$ cat src/rtl/hex_keypad_reader.sv
// Hex keypad reader: scans a 4x4 active-low keypad, debounces presses and
// releases, and packs eight hex digits into a 32-bit word for a consumer.
module hex_keypad_reader #(
   parameter int DEBOUNCE = 4
) (
   input  logic        clk,
   input  logic        reset,
   input  logic        scan_tick,
   input  logic [3:0]  col,
   input  logic        clr,
   input  logic        word_ack,
   output logic [3:0]  row,
   output logic [31:0] entry,
   output logic [3:0]  digits,
   output logic        word_valid
);

   localparam logic [1:0] SCAN    = 2'd0;
   localparam logic [1:0] CONFIRM = 2'd1;
   localparam logic [1:0] HELD    = 2'd2;
   localparam logic [1:0] FULL    = 2'd3;
   localparam logic [3:0] DB      = 4'(DEBOUNCE);

   logic [3:0] col_meta;
   logic [3:0] col_s;
   logic [1:0] state;
   logic [1:0] r;
   logic [1:0] c;
   logic [3:0] key;
   logic [3:0] press_cnt;
   logic [3:0] rel_cnt;
   logic [1:0] low_col;
   logic       any_low;
   logic       accept;
   logic [3:0] new_key;
   logic       flush;

   function automatic logic [1:0] lowest_low(input logic [3:0] v);
      if (!v[0])      return 2'd0;
      else if (!v[1]) return 2'd1;
      else if (!v[2]) return 2'd2;
      else            return 2'd3;
   endfunction

   always_ff @(posedge clk or posedge reset) begin
      if (reset) begin
         col_meta <= 4'hF;
         col_s    <= 4'hF;
      end else begin
         col_meta <= col;
         col_s    <= col_meta;
      end
   end

   always_comb begin
      any_low = (col_s != 4'hF);
      low_col = lowest_low(col_s);
      new_key = (state == SCAN) ? {r, low_col} : key;
      flush   = clr | (word_ack & (state == FULL));
      accept  = 1'b0;
      // A debounce of one accepts on the very tick that first sees the press.
      if (scan_tick) begin
         if (state == SCAN)
            accept = any_low && (DB == 4'd1);
         else if (state == CONFIRM)
            accept = !col_s[c] && ((press_cnt + 4'd1) == DB);
      end
   end

   always_ff @(posedge clk or posedge reset) begin
      if (reset) begin
         state     <= SCAN;
         r         <= 2'd0;
         c         <= 2'd0;
         key       <= 4'd0;
         press_cnt <= 4'd0;
         rel_cnt   <= 4'd0;
         entry     <= 32'h0;
         digits    <= 4'd0;
      end else if (flush) begin
         state     <= SCAN;
         r         <= 2'd0;
         c         <= 2'd0;
         key       <= 4'd0;
         press_cnt <= 4'd0;
         rel_cnt   <= 4'd0;
         entry     <= 32'h0;
         digits    <= 4'd0;
      end else begin
         if (accept) begin
            entry  <= {entry[27:0], new_key};
            digits <= digits + 4'd1;
         end
         if (scan_tick) begin
            case (state)
               SCAN: begin
                  if (!any_low) begin
                     r <= r + 2'd1;
                  end else begin
                     c         <= low_col;
                     key       <= {r, low_col};
                     press_cnt <= 4'd1;
                     rel_cnt   <= 4'd0;
                     state     <= accept ? HELD : CONFIRM;
                  end
               end
               CONFIRM: begin
                  if (col_s[c]) begin
                     r         <= r + 2'd1;
                     press_cnt <= 4'd0;
                     state     <= SCAN;
                  end else begin
                     press_cnt <= press_cnt + 4'd1;
                     if (accept) begin
                        rel_cnt <= 4'd0;
                        state   <= HELD;
                     end
                  end
               end
               HELD: begin
                  if (col_s == 4'hF) begin
                     if ((rel_cnt + 4'd1) == DB) begin
                        r       <= r + 2'd1;
                        rel_cnt <= 4'd0;
                        state   <= (digits == 4'd8) ? FULL : SCAN;
                     end else begin
                        rel_cnt <= rel_cnt + 4'd1;
                     end
                  end else begin
                     rel_cnt <= 4'd0;
                  end
               end
               default: begin
               end
            endcase
         end
      end
   end

   assign row        = (state == FULL) ? 4'hF : ~(4'b0001 << r);
   assign word_valid = (state == FULL);

endmodule

$ cat config.mk
export PLATFORM = sky130hd
export DESIGN_NAME = hex_keypad_reader
export DESIGN_NICKNAME = d
export VERILOG_FILES = /design/src/rtl/hex_keypad_reader.sv
export SDC_FILE = /design/constraint.sdc
export NUM_CORES = 1
export LEC_CHECK = 0
export CORE_ASPECT_RATIO = 0.8
export CORE_MARGIN = 2
export CORE_UTILIZATION = 52
export CTS_CLUSTER_DIAMETER = 50
export DETAILED_ROUTE_END_ITERATION = 10
export PLACE_DENSITY = 0.79
export SYNTH_ARGS = -nofsm -noshare
export SYNTH_HDL_FRONTEND = slang
export SYNTH_SLANG_ARGS = --single-unit
$ cat constraint.sdc
create_clock -name clk -period 2.7 [get_ports clk]
set_input_delay 0.54 -clock clk [delete_from_list [all_inputs] [get_ports clk]]
set_output_delay 0.54 -clock clk [all_outputs]
set_load 0.02 [all_outputs]
==> impl_metrics.toml <==
[power]
total_power_uw = 2340
clkPwrFrac_pct = 37.8
internal_power_uw = 1700
switching_power_uw = 645
peakVddDrop_mv = 0.381
p_comb_share_pct = 19.7
power_leakage_uw = 0.00154
power_density_nw_per_um2 = 638
swShare_pct = 27.6
power_frac_seq_pct = 42.5

[drt]
routedWlPerCell_um = 14.8
vias = 2260
ant_nets = 0
drt_iter0_markers = 144
routed_wl_um = 6100
viasPerCell = 5.49
drc = 0
drt_first_pass_iters = 4

[global_routing]
grt_max_degree = 61
grt_antenna_before_repair = 0
grt_first_pass_wirelength_um = 10300
grt_pass1_vias = 2125
grtUsageTotal_pct = 21.8
overflow = 0

[cts]
cts_made_buffers = 9
root_buffer = "clkbuf_8"
clk_latency_ns = 0.34
cts.sinks = 60
cts.htree.levels = 3
path_clk_slew_ns = 0.06
postCtsHoldBufs = 0
cts_resized = 0
postCtsSetupBuffers = 0
cts_buffer_depth = 2
cts_tree = "built"

[placement]
post-dp-hpwl_um = 4040
io_buffer_count = 49
routabilityCongestion = 0.819

[worst_setup_path]
critPathBufInv = 1
r2r_slack_ns = 0.44
r2r-start = "state[0]"
crit_family = "buffers and inverters"
cp-startpoint = "state[1]"
start_kind = "flip-flop"
crit_chain = "ha_1, nand2b_1, clkdlybuf4s50_1"
cpMaxStageDelayCell = "clkdlybuf4s50_1"
r2r-end = "rel_cnt[3]"
crit_arrival_ns = 1.78
rr_worst_depth = 7
slowest_delay_ns = 0.60
crit_end = "row[3]"
end_kind = "output pin"
crit_cells = 3
worst-path-max-fanout = 7
path_class = "reg -> out"
worstPathRequired_ns = 2.16

[sta]
tightest_slew_ns = 0.491
fin_crit_sh_pct = 86.1
finClkSkew_ns = 0.00836
fmax_mhz = 430
finalCriticalPeriod_ns = 2.32
slew_headroom_pct = 67.3
setup_viol = 0
rsz0062_at_grt = "no"
finalHoldViolations = 0
finalMaxSlewViolations = 0
tns_ns = 0

[yosys]
synth_top_family_by_area = "simple AND/OR/NAND/NOR gates"
yosys.area_share.simple_pct = 19.1
synthesis.nets = 313
avgSynthCellArea_um2 = 9.88
synth_top_area_share_pct = 45.3
yosysUniqueCellTypes = 46
synth.mux.area_fraction_pct = 5.05
yosysWarnings = 0
synthAdderAreaFrac_pct = 5.66
synth_edf_count = 0
synthCells = 291
synth_area_um2 = 2870
synth_compound_area_share_pct = 13.4
ys.flop_type = "dfrtp_1"
async_flop_share_pct = 100
ys_seq_elements = 60
synth_area_leaders = "dfrtp_1 45%, nand2_1 9.3%, dfstp_2 7.3%"
yosysSeqAreaShare_pct = 52.6
synth-xor-area-share_pct = 1.22
yosysTopAreaCell = "dfrtp_1"

[layout]
diodes = 0
nNetsFinal = 364
fin_util_pct = 67.9
drive_gt1_share_pct = 10.7
areaGrowthSynthToFinish_pct = 27.7
fillers = 429

[floorplan]
initial_core_util_pct = 53.2
io_pins = 50
die_h_um = 70.5
rows = 24
coreArea_um2 = 5410
dieArea_um2 = 6140
fp.dieW_um = 87.1

[status]
status = "complete, no violations"

[flow_run]
drv_cap = 0

[min_path]
hp-class = "reg -> reg"
holdCritStartpoint = "col_meta[2]"
hold_path_depth = 0
## sequential cells by signal, indices dropped and copies added (netlist names)
| register | count |
|---|---|
| press_cnt | 4 |
| col_meta | 4 |
| c | 1 |
| r | 2 |
| rel_cnt | 4 |
| key | 3 |
| digits | 4 |
| state | 2 |
| entry | 32 |
| col_s | 4 |
## logic make-up after synthesis
family,after synthesis
XOR/XNOR,4
buffers and inverters,22
adder cells (fa/ha/maj),13
multiplexers,13
AO/OA/AOI/OAI,64
AND/OR/NAND/NOR,115
flip-flops,60
## cell usage after synthesis, types with 4 or more instances
cell type	number
dfstp_2	8
inv_1	8
mux2i_1	10
ha_1	13
a21oi_1	34
clkbuf_1	10
o21ai_0	10
nand3_1	4
a211oi_1	5
nand2b_1	6
nor2_1	13
dfrtp_1	52
nand2_1	71
## worst min path at each step
stage               slack, ns       end
global placement         0.35  col_s[1]
detailed placement       0.35  col_s[1]
CTS                      0.35  col_s[2]
global route             0.37  col_s[1]
finish                   0.35  col_s[2]
floorplan                0.35  col_s[0]
## per-layer routing
metal / share of wire (%) / track usage (%)
met5: 0 / 0
met1: 48 / 32.4
met2: 47 / 30.4
met3: 3.9 / 6.74
met4: 1.7 / 7.35
## layout make-up
| cell class | instances | area, um2 | share of cell area [%] |
|---|---|---|---|
| flip-flops and latches | 60 | 1510 | 41.2 |
| multi-input cells | 209 | 1280 | 34.8 |
| repair buffers | 54 | 553 | 15.1 |
| clock buffers | 12 | 145 | 3.95 |
| well taps | 65 | 81.3 | 2.22 |
| clock inverters | 4 | 72.6 | 1.98 |
| inverters | 8 | 30.0 | 0.818 |
## power groups by stage
stage / logic (uW) / clock network (uW) / registers [uW]
global route: 512 / 941 / 999
finish: 462 / 886 / 995
detailed placement: 462 / 0 / 1010
CTS: 464 / 908 / 993
floorplan: 334 / 0 / 996
global placement: 456 / 0 / 1010
## stage by stage
step	std cells	instance area, um2	setup slack (ns)	hold slack, ns
finish	412	3670	0.376	0.352
global route	412	3670	0.293	0.366
CTS	412	3670	0.377	0.355
detailed placement	396	3450	0.316	0.347
global placement	396	3450	0.388	0.346
floorplan	291	2870	0.689	0.345
## layout by cell type (no fill, tap or decap), types with 4 or more instances in the layout
| cell type | Yosys | final |
|---|---|---|
| nand3_1 | 4 | 4 |
| clkbuf_8 | 0 | 10 |
| mux2i_1 | 10 | 10 |
| nor2_1 | 13 | 13 |
| clkdlybuf4s50_1 | 0 | 49 |
| o21ai_0 | 10 | 10 |
| inv_1 | 8 | 7 |
| nand2_1 | 71 | 71 |
| dfrtp_1 | 52 | 52 |
| a211oi_1 | 5 | 5 |
| a21oi_1 | 34 | 34 |
| dfstp_2 | 8 | 8 |
| nand2b_1 | 6 | 6 |
| ha_1 | 13 | 13 |
Note: power is estimated with default switching activity, not from simulation.
